===== src/rtl/calc_pkg.sv =====
// Shared definitions for the decimal-entry and display-side fixed-point logic.
// Holds the converter state encoding, the number-base constants and the
// 10.6 fixed-point field widths, plus a BCD digit validity helper.
package calc_pkg;

    typedef enum logic [1:0] {
        ST_IDLE  = 2'd0,
        ST_INT   = 2'd1,
        ST_FRAC  = 2'd2,
        ST_ROUND = 2'd3
    } state_e;

    localparam int DEC_BASE = 10;
    localparam int FRAC_DEN = 100;
    localparam int INT_MAX  = 1023;
    localparam int FRAC_W   = 6;
    localparam int INT_W    = 10;

    // 9999 needs 14 bits; 99 needs 7 bits.
    localparam int ACC_W    = 14;
    localparam int REM_W    = 7;
    localparam int DIG_W    = 4;
    localparam int CNT_W    = 3;

    function automatic logic bcd_bad(input logic [DIG_W-1:0] d);
        return d > 4'd9;
    endfunction

endpackage


===== src/rtl/frac_bcd_to_bin.sv =====
// Two-digit decimal fraction (0..99 hundredths) to 6-bit binary fraction.
// Restoring successive doubling: each step doubles the remainder and emits a
// 1 when it reaches one whole (100 hundredths), MSB first. The final remainder
// decides round-half-up.
// Ports:
//   clk, rst        clock, async active-low reset
//   load, load_val  start a new fraction from load_val hundredths (0..99)
//   step            produce the next fraction bit
//   fin             conversion consumed; clear the working registers
//   frac_out        rounded fraction, valid once all steps are done
module frac_bcd_to_bin
    import calc_pkg::*;
(
    input  logic              clk,
    input  logic              rst,
    input  logic              load,
    input  logic [REM_W-1:0]  load_val,
    input  logic              step,
    input  logic              fin,
    output logic [FRAC_W-1:0] frac_out
);

    logic [REM_W-1:0]  rem_q, rem_d;
    logic [FRAC_W-1:0] bits_q, bits_d;
    logic [REM_W:0]    rem_x2;
    logic              ge_one;
    logic              round_up;

    assign rem_x2 = {rem_q, 1'b0};
    assign ge_one = rem_x2 >= (REM_W+1)'(FRAC_DEN);

    always_comb begin
        rem_d  = rem_q;
        bits_d = bits_q;
        if (fin) begin
            rem_d  = '0;
            bits_d = '0;
        end else if (load) begin
            rem_d  = load_val;
            bits_d = '0;
        end else if (step) begin
            bits_d = {bits_q[FRAC_W-2:0], ge_one};
            if (ge_one) begin
                rem_d = REM_W'(rem_x2 - (REM_W+1)'(FRAC_DEN));
            end else begin
                rem_d = rem_x2[REM_W-1:0];
            end
        end
    end

    always_ff @(posedge clk or negedge rst) begin
        if (!rst) begin
            rem_q  <= '0;
            bits_q <= '0;
        end else begin
            rem_q  <= rem_d;
            bits_q <= bits_d;
        end
    end

    // Twice the leftover remainder >= one whole means the dropped tail is at
    // least half an LSB. The largest input (.99) cannot reach 63.5, but the
    // increment still saturates so the field can never wrap.
    assign round_up = ge_one;

    always_comb begin
        frac_out = bits_q;
        if (round_up && (bits_q != {FRAC_W{1'b1}})) begin
            frac_out = bits_q + FRAC_W'(1);
        end
    end

endmodule


===== src/rtl/decimal_entry_to_fixed.sv =====
// Converts keypad/switch BCD entry dddd.dd into unsigned 10.6 fixed point.
// Integer part via Horner accumulation (one digit per cycle), fraction via
// the frac_bcd_to_bin sub-module. 12 cycles per conversion, 2 on bad digits.
//
//   state    | meaning
//   ---------+------------------------------------------------------------
//   ST_IDLE  | waiting for start; latches digits when it arrives
//   ST_INT   | 4 cycles, acc = acc*10 + digit, thousands first
//   ST_FRAC  | 6 cycles, one binary fraction bit per cycle
//   ST_ROUND | round, saturate or flag bad digit, write outputs, pulse done
//
// Ports:
//   clk, rst                    clock, async active-low reset
//   start                       conversion request, sampled only in idle
//   dig_th/dig_h/dig_t/dig_o    integer BCD digits
//   dig_f1/dig_f2               tenths / hundredths BCD digits
//   busy                        conversion in progress
//   done                        one-cycle pulse, new outputs valid
//   err                         bad digit or saturated result
//   left_side, right_side       10-bit integer, 6-bit fraction (1/64)
module decimal_entry_to_fixed
    import calc_pkg::*;
#(
    parameter int INT_MAX   = calc_pkg::INT_MAX,
    parameter int FRAC_BITS = 6
) (
    input  logic                 clk,
    input  logic                 rst,
    input  logic                 start,
    input  logic [DIG_W-1:0]     dig_th,
    input  logic [DIG_W-1:0]     dig_h,
    input  logic [DIG_W-1:0]     dig_t,
    input  logic [DIG_W-1:0]     dig_o,
    input  logic [DIG_W-1:0]     dig_f1,
    input  logic [DIG_W-1:0]     dig_f2,
    output logic                 busy,
    output logic                 done,
    output logic                 err,
    output logic [INT_W-1:0]     left_side,
    output logic [FRAC_BITS-1:0] right_side
);

    state_e                 state_q, state_d;
    logic [CNT_W-1:0]       cnt_q, cnt_d;
    logic [ACC_W-1:0]       acc_q, acc_d;
    logic [DIG_W-1:0]       digs_q [6];
    logic [DIG_W-1:0]       digs_d [6];
    logic                   bad_q, bad_d;
    logic                   busy_q, busy_d;
    logic                   done_q, done_d;
    logic                   err_q, err_d;
    logic [INT_W-1:0]       left_q, left_d;
    logic [FRAC_BITS-1:0]   right_q, right_d;

    logic                   frac_load;
    logic                   frac_step;
    logic                   frac_fin;
    logic [REM_W-1:0]       frac_init;
    logic [FRAC_W-1:0]      frac_val;

    // Hundredths value of the latched fraction digits (0..99).
    assign frac_init = REM_W'(digs_q[4]) * REM_W'(DEC_BASE) + REM_W'(digs_q[5]);

    frac_bcd_to_bin u_frac (
        .clk      (clk),
        .rst      (rst),
        .load     (frac_load),
        .load_val (frac_init),
        .step     (frac_step),
        .fin      (frac_fin),
        .frac_out (frac_val)
    );

    always_comb begin
        state_d   = state_q;
        cnt_d     = cnt_q;
        acc_d     = acc_q;
        digs_d    = digs_q;
        bad_d     = bad_q;
        busy_d    = busy_q;
        done_d    = 1'b0;
        err_d     = err_q;
        left_d    = left_q;
        right_d   = right_q;
        frac_load = 1'b0;
        frac_step = 1'b0;
        frac_fin  = 1'b0;

        unique case (state_q)
            ST_IDLE: begin
                if (start) begin
                    digs_d[0] = dig_th;
                    digs_d[1] = dig_h;
                    digs_d[2] = dig_t;
                    digs_d[3] = dig_o;
                    digs_d[4] = dig_f1;
                    digs_d[5] = dig_f2;
                    acc_d     = '0;
                    cnt_d     = '0;
                    busy_d    = 1'b1;
                    bad_d     = bcd_bad(dig_th) | bcd_bad(dig_h) | bcd_bad(dig_t)
                              | bcd_bad(dig_o) | bcd_bad(dig_f1) | bcd_bad(dig_f2);
                    state_d   = bad_d ? ST_ROUND : ST_INT;
                end
            end

            ST_INT: begin
                acc_d = acc_q * ACC_W'(DEC_BASE) + ACC_W'(digs_q[cnt_q]);
                if (cnt_q == CNT_W'(3)) begin
                    cnt_d     = '0;
                    frac_load = 1'b1;
                    state_d   = ST_FRAC;
                end else begin
                    cnt_d = cnt_q + CNT_W'(1);
                end
            end

            ST_FRAC: begin
                frac_step = 1'b1;
                if (cnt_q == CNT_W'(FRAC_W - 1)) begin
                    cnt_d   = '0;
                    state_d = ST_ROUND;
                end else begin
                    cnt_d = cnt_q + CNT_W'(1);
                end
            end

            ST_ROUND: begin
                frac_fin = 1'b1;
                done_d   = 1'b1;
                busy_d   = 1'b0;
                state_d  = ST_IDLE;
                if (bad_q) begin
                    left_d  = '0;
                    right_d = '0;
                    err_d   = 1'b1;
                end else if (acc_q > ACC_W'(INT_MAX)) begin
                    left_d  = INT_W'(INT_MAX);
                    right_d = {FRAC_BITS{1'b1}};
                    err_d   = 1'b1;
                end else begin
                    left_d  = acc_q[INT_W-1:0];
                    right_d = FRAC_BITS'(frac_val);
                    err_d   = 1'b0;
                end
            end

            default: begin
                state_d = ST_IDLE;
            end
        endcase
    end

    always_ff @(posedge clk or negedge rst) begin
        if (!rst) begin
            state_q <= ST_IDLE;
            cnt_q   <= '0;
            acc_q   <= '0;
            for (int i = 0; i < 6; i++) begin
                digs_q[i] <= '0;
            end
            bad_q   <= 1'b0;
            busy_q  <= 1'b0;
            done_q  <= 1'b0;
            err_q   <= 1'b0;
            left_q  <= '0;
            right_q <= '0;
        end else begin
            state_q <= state_d;
            cnt_q   <= cnt_d;
            acc_q   <= acc_d;
            digs_q  <= digs_d;
            bad_q   <= bad_d;
            busy_q  <= busy_d;
            done_q  <= done_d;
            err_q   <= err_d;
            left_q  <= left_d;
            right_q <= right_d;
        end
    end

    assign busy       = busy_q;
    assign done       = done_q;
    assign err        = err_q;
    assign left_side  = left_q;
    assign right_side = right_q;

endmodule


===== config.mk =====
export PLATFORM = sky130hd
export DESIGN_NAME = decimal_entry_to_fixed
export DESIGN_NICKNAME = d
export VERILOG_FILES = /design/src/rtl/calc_pkg.sv /design/src/rtl/frac_bcd_to_bin.sv /design/src/rtl/decimal_entry_to_fixed.sv
export SDC_FILE = /design/constraint.sdc
export NUM_CORES = 1
export LEC_CHECK = 0
export CAP_MARGIN = 25
export CORE_AREA = 2 2 139 141
export DETAILED_ROUTE_END_ITERATION = 7
export DIE_AREA = 0 0 141 143
export GPL_TIMING_DRIVEN = 0
export SLEW_MARGIN = 10
export SYNTH_ARGS = -nofsm -noshare
export SYNTH_HDL_FRONTEND = slang
export SYNTH_SLANG_ARGS = --single-unit

===== constraint.sdc =====
create_clock -name clk -period 9.85 [get_ports clk]
set_input_delay 1.4775 -clock clk [delete_from_list [all_inputs] [get_ports clk]]
set_output_delay 1.4775 -clock clk [all_outputs]
set_load 0.1 [all_outputs]

Word-level counts from Yosys, hierarchy flattened
Index checks and enable logic that the tools add are counted.
{"block": "totals", "regBits": 76, "latchBits": 0, "ram_bits": 0, "rom_bits": 0, "inputBits": 27, "out_inout_bits": 19, "word_cells": 93, "n_memories": 0}
{"block": "op_classes", "add_sub_neg": 5, "n_mul": 2, "div_mod_pow": 0, "order_cmp": 9, "eq_ne": 9, "shift": 0, "n_mux": 34, "bitwise": 6, "n_reduce_logical": 11}
{"op": "two-way mux 6 bit", "count": 6}
{"op": "two-way mux 7 bit", "count": 4}
{"op": "case mux 14 bit (2 select lines)", "count": 1}
{"op": "> comparator 4 bit, second input constant", "count": 6}
{"op": "two-way mux 10 bit", "count": 2}
{"op": "adder 14 x 4 -> 14 bit", "count": 1}
{"op": "> comparator 14 x 10 -> 1 bit, second input constant", "count": 1}
{"op": "multiplier 14 x 3 -> 13 bit, second input constant", "count": 1}
{"op": "two-way mux 14 bit", "count": 1}
{"op": "binary-select mux 4 bit (select 3 bit)", "count": 1}
{"op": "two-way mux 3 bit", "count": 3}
{"op": "case mux 3 bit (3 select lines)", "count": 1}
{"op": "greater-or-equal comparator 8 x 7 -> 1 bit, second input constant", "count": 1}
{"op": "two-way mux 2 bit", "count": 4}
{"op": "two-way mux 4 bit", "count": 2}
{"op": "case mux 2 bit (4 select lines)", "count": 1}
{"op": "AND reduction 2 bit", "count": 4}
{"op": "adder 7 x 4 -> 7 bit", "count": 1}
{"op": "two-way mux 1 bit", "count": 7}
{"op": "subtractor 7 bit, second input constant", "count": 1}
{"op": "adder 6 x 1 -> 6 bit, second input constant", "count": 1}
{"op": "multiplier 4 x 3 -> 6 bit, second input constant", "count": 1}
{"op": "!= test 2 bit, second input constant", "count": 3}
{"op": "!= test 6 bit, second input constant", "count": 1}
{"op": "14 further kinds", "count": 21}

Depth between registers and ports, before layout
Gate-level depths: netlist of run 1.
{"block": "depth", "word_depth": 9, "ltp_mapped": 14}

Cells and area by module
From an unflattened synthesis of run 1, not the netlist that was laid out.
{"block": "hier_totals", "cells_unflattened": 485, "hier_area_um2": 4888.4}
{"module": "decimal_entry_to_fixed", "instances": 1, "cells_per_inst": 382, "area_per_inst_um2": 3925.0, "seq_area_each_um2": 1576.5}
{"module": "frac_bcd_to_bin", "instances": 1, "cells_per_inst": 103, "area_per_inst_um2": 963.4, "seq_area_each_um2": 325.3}

Worst setup path before layout of run 1
No wires, ideal clock.
{"block": "synth_path", "path_type": "reg2reg", "from": "register cnt_q[0]", "to": "register acc_q[13]", "setup_ns": 0.127, "arrival_time_ns": 2.975, "t_required_ns": 9.723, "path_slack_ns": 6.748, "path_stages_with_launch": 15, "path_cell_list": "dfrtp_1 clkbuf_1 mux4_2 nand2_1 o21ai_0 ha_1 inv_1 fa_1 nor2b_1 o2111ai_1 nor3_2 nand4b_1 nor4_2 xnor2_1 o21ai_1"}
{"block": "synth_between", "elab_chain_cells": 6}
{"item": "start, declared", "line": "decimal_entry_to_fixed.sv:44", "rtl": "logic [CNT_W-1:0] cnt_q, cnt_d;"}
{"item": "start signal, assigned", "line": "decimal_entry_to_fixed.sv:170", "rtl": "cnt_q <= cnt_d;"}
{"item": "NOT 3 -> 4 bit (not written as such)", "line": "decimal_entry_to_fixed.sv:108", "rtl": "acc_d = acc_q * ACC_W'(DEC_BASE) + ACC_W'(digs_q[cnt_q]);"}
{"item": "binary-select mux 4 bit (select 3 bit)", "line": "decimal_entry_to_fixed.sv:108"}
{"item": "two-way mux 4 bit (not written as such) (2 in series)", "line": "decimal_entry_to_fixed.sv:108"}
{"item": "adder 14 x 4 -> 14 bit", "line": "decimal_entry_to_fixed.sv:108"}
{"item": "case mux 14 bit (2 select lines)", "line": "decimal_entry_to_fixed.sv:89", "rtl": "unique case (state_q)"}
{"item": "end signal, assigned", "line": "decimal_entry_to_fixed.sv:158", "rtl": "acc_q <= '0;"}
{"item": "end signal, assigned", "line": "decimal_entry_to_fixed.sv:171", "rtl": "acc_q <= acc_d;"}
{"item": "end, declared", "line": "decimal_entry_to_fixed.sv:45", "rtl": "logic [ACC_W-1:0] acc_q, acc_d;"}
No other way between the ends. The select of a mux whose other input is x is not followed.
A chain may end at the register's enable or synchronous reset.

Final worst setup path of run 1
{"block": "layout_path", "from": "register cnt_q[0]", "to": "register acc_q[12]"}
The elaborated chain is that of the path after synthesis.

==> results.sh, run 1 <==
export IMPL_ys_seq_area_frac=0.4120
export IMPL_report_final_setup_viol=0
export IMPL_syn_nets=520
export IMPL_hold_path_class="flop to flop"
export IMPL_final_period_utilization=0.3654
export IMPL_leakagePower_nw=2.446
export IMPL_num_rows=50
export IMPL_power_mw=2.092
export IMPL_wirelength_um=9979
export IMPL_cp_max_fo=10
export IMPL_crit_family="simple AND/OR/NAND/NOR gates"
export IMPL_ys_ff_latch=76
export IMPL_tightest_slew_ns=0.9837
export IMPL_grt_pass1_wl_um=17000
export IMPL_post_place_cells=731
export IMPL_synth_edff_count=0
export IMPL_nets=578
export IMPL_tns_ns=0
export IMPL_portBuffers=45
export IMPL_min_period_ns=3.599
export IMPL_slew_viol_final=0
export IMPL_synth_area_leaders="dfrtp_1 41%, ha_1 11%, mux2_2 6.6%, nand2_1 3.8%, xor2_1 3.8%"
export IMPL_grt_use_total=0.1055
export IMPL_drv_cap=0
export IMPL_async_flop_share=1.000
export IMPL_gp_congestion=0.7647
export IMPL_yosys_warnings=0
export IMPL_ioPinCount=46
export IMPL_postSynthAreaPerCell_um2=10.26
export IMPL_grt_max_degree=42
export IMPL_first_global_vias=3290
export IMPL_fill_cells=1930
export IMPL_placed_area_um2=5388
export IMPL_vias_per_cell=4.592
export IMPL_yosysTopAreaCell="dfrtp_1"
export IMPL_cpPeakStageDelay_ns=0.59
export IMPL_required_ns=10.05
export IMPL_dieArea_um2=20160
export IMPL_ys_types=56
export IMPL_p_per_area_nw_per_um2=367.7
export IMPL_layout_common_cells="76 x dfrtp_1, 47 x nand2_1, 44 x clkdlybuf4s50_1"
export IMPL_cts_root_buf="clkbuf_16"
export IMPL_instances_no_fill=747
export IMPL_start_kind="flop"
export IMPL_numCtsBuffers=9
export IMPL_dp_hpwl_um=7648
export IMPL_rsz0062_at_grt="false"
export IMPL_ant_nets=0
export IMPL_endpoint_kind="flop"
export IMPL_design_area_um2=5690
export IMPL_initial_core_util=0.2484
export IMPL_fmax_mhz=277.9
export IMPL_yosysTopAreaCellShare=0.4120
export IMPL_cts_tree="built"
export IMPL_clock_latency_ns=0.34
export IMPL_drcViolationCount=0
export IMPL_first_iter_violations=187
export IMPL_irDropWorstVdd_mv=0.1123
export IMPL_vias=3430
export IMPL_drt_pass1_iter_count=4
export IMPL_path_cells="clkbuf_1 > mux4_2 > a21oi_1 > inv_1 > ha_1 > a21o_1 > a21oi_1 > nor2b_1 > nand4_1 > nor4b_1 > xor2_1 > o21ai_0"
export IMPL_worstPathArrival_ns=3.80
export IMPL_htree_levels=3
export IMPL_synth_ff_type="dfrtp_1"
export IMPL_status="finished, final reports clean"
export IMPL_clk_pin_slew_ns=0.06
export IMPL_slowest_stage="mux4_2"
export IMPL_coreArea_um2=18580
export IMPL_post_cts_buffers=0
export IMPL_grt_overflow=0
export IMPL_relSlewSlack=0.3422
export IMPL_antenna_found_initial=0
export IMPL_setup_ws_ns=6.251
export IMPL_syn_inst=450
export IMPL_clk_path_buf_depth=2
export IMPL_die_h_um=143
export IMPL_cts_sinks=76
export IMPL_syn_area_um2=4616
export IMPL_hold_viol=0
export IMPL_wire_per_inst_um=13.36
export IMPL_hold_buffers=0
export IMPL_cts_resized=0
export IMPL_pre_cts_ws_ns=6.223
export IMPL_drive_gt1_frac=0.1111
export IMPL_fp_dieW_um=141
export IMPL_diodes=0
export IMPL_skew_ns=0.006431
export IMPL_crit_top_cell="a21oi_1"
export IMPL_final_common_cell="dfrtp_1"
export IMPL_criticalPathCategory="flop to flop"
export IMPL_areaGrowthSynthToFinish_pct=23.29
export IMPL_crit_buf_inv=2
registers in the layout (all words and copies together), names as in the netlist, 2 cells and up:
signal and flops:
digs_q 24, state_q 2, u_frac.rem_q 7, right_side 6, acc_q 14, left_side 10, cnt_q 3, u_frac.bits_q 6
per-layer routing:
layer | global-route usage | vias up | wire length, um
li1 | - | 1723 | -
met5 | 0 | - | 0
met2 | 0.1525 | 59 | 4134
met3 | 0.02884 | 4 | 404
met1 | 0.1563 | 1644 | 5399
met4 | 0.02368 | 0 | 41
synth_stat cells (3+ instances only):
master and n:
nand2b_1 5, xor2_1 20, a21o_1 5, nand3_1 7
o21ai_0 32, clkbuf_1 13, xnor2_1 10, mux4_2 4
mux2_2 27, fa_1 4, inv_1 18, dfrtp_1 76
nor3_1 3, nor2_1 33, nand4_1 6, nor2b_1 4
o31ai_1 11, a21oi_1 22, mux2i_1 13, a211oi_1 6
ha_1 39, a31oi_1 4, nand2_1 47
power by group:
| group | total (mW) | internal, mW | switching [mW] |
|---|---|---|---|
| sequential | 0.565 | 0.446 | 0.119 |
| clock | 0.332 | 0.204 | 0.128 |
| combinational | 1.19 | 0.462 | 0.733 |
cells by family after synthesis:
logic type | share of synthesized area
compound gates | 0.1377
xor+xnor | 0.05693
fa+ha+maj | 0.1231
buf+inv | 0.03063
flops | 0.4120
mux | 0.1136
simple gates | 0.1261
path summary, 6_finish.rpt:
check,startpoint,cells past startpoint,slack (ns),endpoint
worst max-delay path,cnt_q[0]$_DFFE_PN0P_,12,6.25,acc_q[12]$_DFFE_PN0P_
worst min-delay path,left_side[1]$_DFFE_PN0P_,1,0.49,left_side[1]$_DFFE_PN0P_
worst max register to register,cnt_q[0]$_DFFE_PN0P_,12,6.25,acc_q[12]$_DFFE_PN0P_
max in group asynchronous,rst,2,8.13,left_side[9]$_DFFE_PN0P_
min in group asynchronous,rst,1,1.13,digs_q[3]$_DFFE_PN0P_
worst min register to register,left_side[1]$_DFFE_PN0P_,1,0.49,left_side[1]$_DFFE_PN0P_
area by class of cell:
cell class	count	area, um^2	share of cell area
timing repair buffer	47	479.2	0.08421
inverter	18	67.56	0.01187
clock buffer	11	242.7	0.04266
clock inverter	5	60.06	0.01055
sequential	76	1902	0.3342
tap	234	292.8	0.05145
multi-input combinational	340	2572	0.4521
buffer	16	73.82	0.01297
through the flow:
stage,hold slack [ns],utilization
floorplan,0.4678,-
global placement,0.4642,0.2884
detailed placement,0.4781,0.2900
CTS,0.4927,0.3063
global route,0.5190,0.3063
finish,0.4860,0.3063
worst reg2reg max path, delay by kind of cell, from the launching register on:
kind,cells,cell delay (ns)
buf+inv,2,0.64
fa+ha+maj,1,0.28
mux,1,0.60
simple gates,3,0.79
xor+xnor,1,0.17
compound gates,4,0.64
flops,1,0.37
Power figures use the tool's default switching activity.
==> inputs of run 2 (changes only) <==
==> constraint.sdc (replaced) <==
create_clock -name clk -period 3 [get_ports clk]
set_input_delay 0.45 -clock clk [delete_from_list [all_inputs] [get_ports clk]]
set_output_delay 0.45 -clock clk [all_outputs]
set_load 0.1 [all_outputs]
==> run 2 against run 1 <==
First-iteration DRC count down 15%. Clock skew up 0.00075 ns. Register-to-register slack worse by 6.2 ns. Via count up 2.4%. Worst setup slack worse by 6.2 ns. Design area up 2.0%. Wire length up 3.6%. Sequential share of layout area down 0.63 points. Power rose to 3.3 times the previous value. Critical path type unchanged. Largest power group unchanged.
==> results.sh, run 2 (synthesis results as in run 1) <==
export IMPL_first_global_vias=3479
export IMPL_final_common_cell="dfrtp_1"
export IMPL_fp_dieW_um=141
export IMPL_wire_per_inst_um=13.73
export IMPL_finalHoldWorstSlack_ns=0.08146
export IMPL_drive_gt1_frac=0.1522
export IMPL_drt_pass1_iter_count=4
export IMPL_first_iter_violations=159
export IMPL_p_per_area_nw_per_um2=1200
export IMPL_wirelength_um=10340
export IMPL_cpPeakStageDelay_ns=0.41
export IMPL_setup_ws_ns=0.03885
export IMPL_coreArea_um2=18580
export IMPL_areaGrowthSynthToFinish_pct=25.73
export IMPL_largest_register_ffs=24
export IMPL_layout_common_cells="75 x dfrtp_1, 46 x nand2_1, 44 x clkdlybuf4s50_1"
export IMPL_clk_pin_slew_ns=0.06
export IMPL_fmax_mhz=337.7
export IMPL_grt_max_degree=45
export IMPL_fill_cells=1921
export IMPL_initial_core_util=0.2484
export IMPL_hold_viol=0
export IMPL_cts_root_buf="clkbuf_16"
export IMPL_hold_buffers=0
export IMPL_slowest_stage="dfrtp_1"
export IMPL_clock_latency_ns=0.33
export IMPL_num_rows=50
export IMPL_crit_buf_inv=2
export IMPL_start_kind="flop"
export IMPL_top_register="digs_q"
export IMPL_drv_cap=0
export IMPL_dp_hpwl_um=7858
export IMPL_diodes=0
export IMPL_final_period_utilization=0.9870
export IMPL_report_final_setup_viol=0
export IMPL_vias=3513
export IMPL_worstPathArrival_ns=3.16
export IMPL_rsz0062_at_grt="true"
export IMPL_cp_max_fo=7
export IMPL_tightest_slew_ns=0.9785
export IMPL_min_period_ns=2.961
export IMPL_leakagePower_nw=2.474
export IMPL_vias_per_cell=4.665
export IMPL_ant_nets=0
export IMPL_slew_viol_final=0
export IMPL_status="finished, final reports clean"
export IMPL_relSlewSlack=0.3456
export IMPL_grt_overflow=0
export IMPL_antenna_found_initial=0
export IMPL_endpoint_kind="flop"
export IMPL_pre_cts_ws_ns=-0.4336
export IMPL_ioPinCount=46
export IMPL_die_h_um=143
export IMPL_numCtsBuffers=9
export IMPL_crit_family="simple AND/OR/NAND/NOR gates"
export IMPL_clk_path_buf_depth=2
export IMPL_criticalPathCategory="flop to flop"
export IMPL_dieArea_um2=20160
export IMPL_grt_use_total=0.1092
export IMPL_grt_pass1_wl_um=17800
export IMPL_skew_ns=0.007183
export IMPL_irDropWorstVdd_mv=0.4631
export IMPL_htree_levels=3
export IMPL_path_cells="buf_8 > mux4_2 > nand2_2 > o21ai_2 > ha_2 > inv_2 > fa_2 > nor2b_4 > o2111ai_4 > nor3_2 > nand4b_1 > nor4_2 > xnor2_1 > o21ai_1"
export IMPL_hold_path_class="primary input to asynchronous set/reset pin"
export IMPL_required_ns=3.20
export IMPL_gp_congestion=0.8013
export IMPL_cts_sinks=76
export IMPL_cts_tree="built"
export IMPL_drcViolationCount=0
export IMPL_nets=586
export IMPL_portBuffers=45
-- run 2: worst paths after layout --
path | depth (start not counted) | to | startpoint | slack [ns]
min in group clk | 1 | left_side[1]$_DFFE_PN0P_ | left_side[1]$_DFFE_PN0P_ | 0.48
worst min-delay path | 1 | digs_q[15]$_DFFE_PN0P_ | rst | 0.08
worst max-delay path | 14 | acc_q[13]$_DFFE_PN0P_ | cnt_q[0]$_DFFE_PN0P_ | 0.04
worst min register to register | 1 | left_side[1]$_DFFE_PN0P_ | left_side[1]$_DFFE_PN0P_ | 0.48
worst max register to register | 14 | acc_q[13]$_DFFE_PN0P_ | cnt_q[0]$_DFFE_PN0P_ | 0.04
max in group asynchronous | 2 | acc_q[3]$_DFFE_PN0P_ | rst | 2.33
-- run 2: timing repair --
item                                    in CTS  in global routing
buffers inserted                             4                  4
endpoints found under the setup margin       6                  4
resized for setup                           13                 10
hold endpoints to repair                     0                  0
pin swaps                                    6                  6
-- run 2: worst register-to-register path: cells and delay by family, from the launching register on --
| family | cells | cell delay (ns) |
|---|---|---|
| buf+inv | 2 | 0.19 |
| mux | 1 | 0.34 |
| fa+ha+maj | 2 | 0.58 |
| xor+xnor | 1 | 0.15 |
| simple gates | 5 | 0.88 |
| compound gates | 3 | 0.28 |
| flops | 1 | 0.41 |
-- run 2: final cells by class --
type                       count  area (um^2)  share of cell area
buffer                        16        85.08             0.01466
clock buffer                  10        239.0             0.04118
clock inverter                 4        27.53            0.004743
inverter                      18        67.56             0.01164
multi-input combinational    340         2648              0.4562
sequential                    76         1903              0.3279
tap                          234        292.8             0.05045
timing repair buffer          55        540.5             0.09314
-- run 2: per-stage QoR --
stage,instance area (um^2),util,cells,total power [mW],TNS [ns]
final,5803,0.3123,753,6.963,0
after global routing,5803,0.3123,753,7.544,-0.3684
after CTS,5731,0.3084,749,6.928,-0.04021
after detailed placement,5390,0.2901,731,5.825,-1.161
after global placement,5360,0.2885,729,5.743,-102.18
after floorplan,4617,-,450,4.848,0
-- run 2: routing by layer --
layer  wire length [um]  global-route usage
met1               5379              0.1622
met2               4434              0.1602
met5                  0                   0
met4                 25             0.02263
met3                499             0.02750
-- run 2: where the power goes --
part           total (mW)  switching, mW  internal, mW
registers            1.86          0.390          1.47
logic                4.13           2.52          1.61
clock network       0.975          0.404         0.571
total                6.96           3.31          3.65
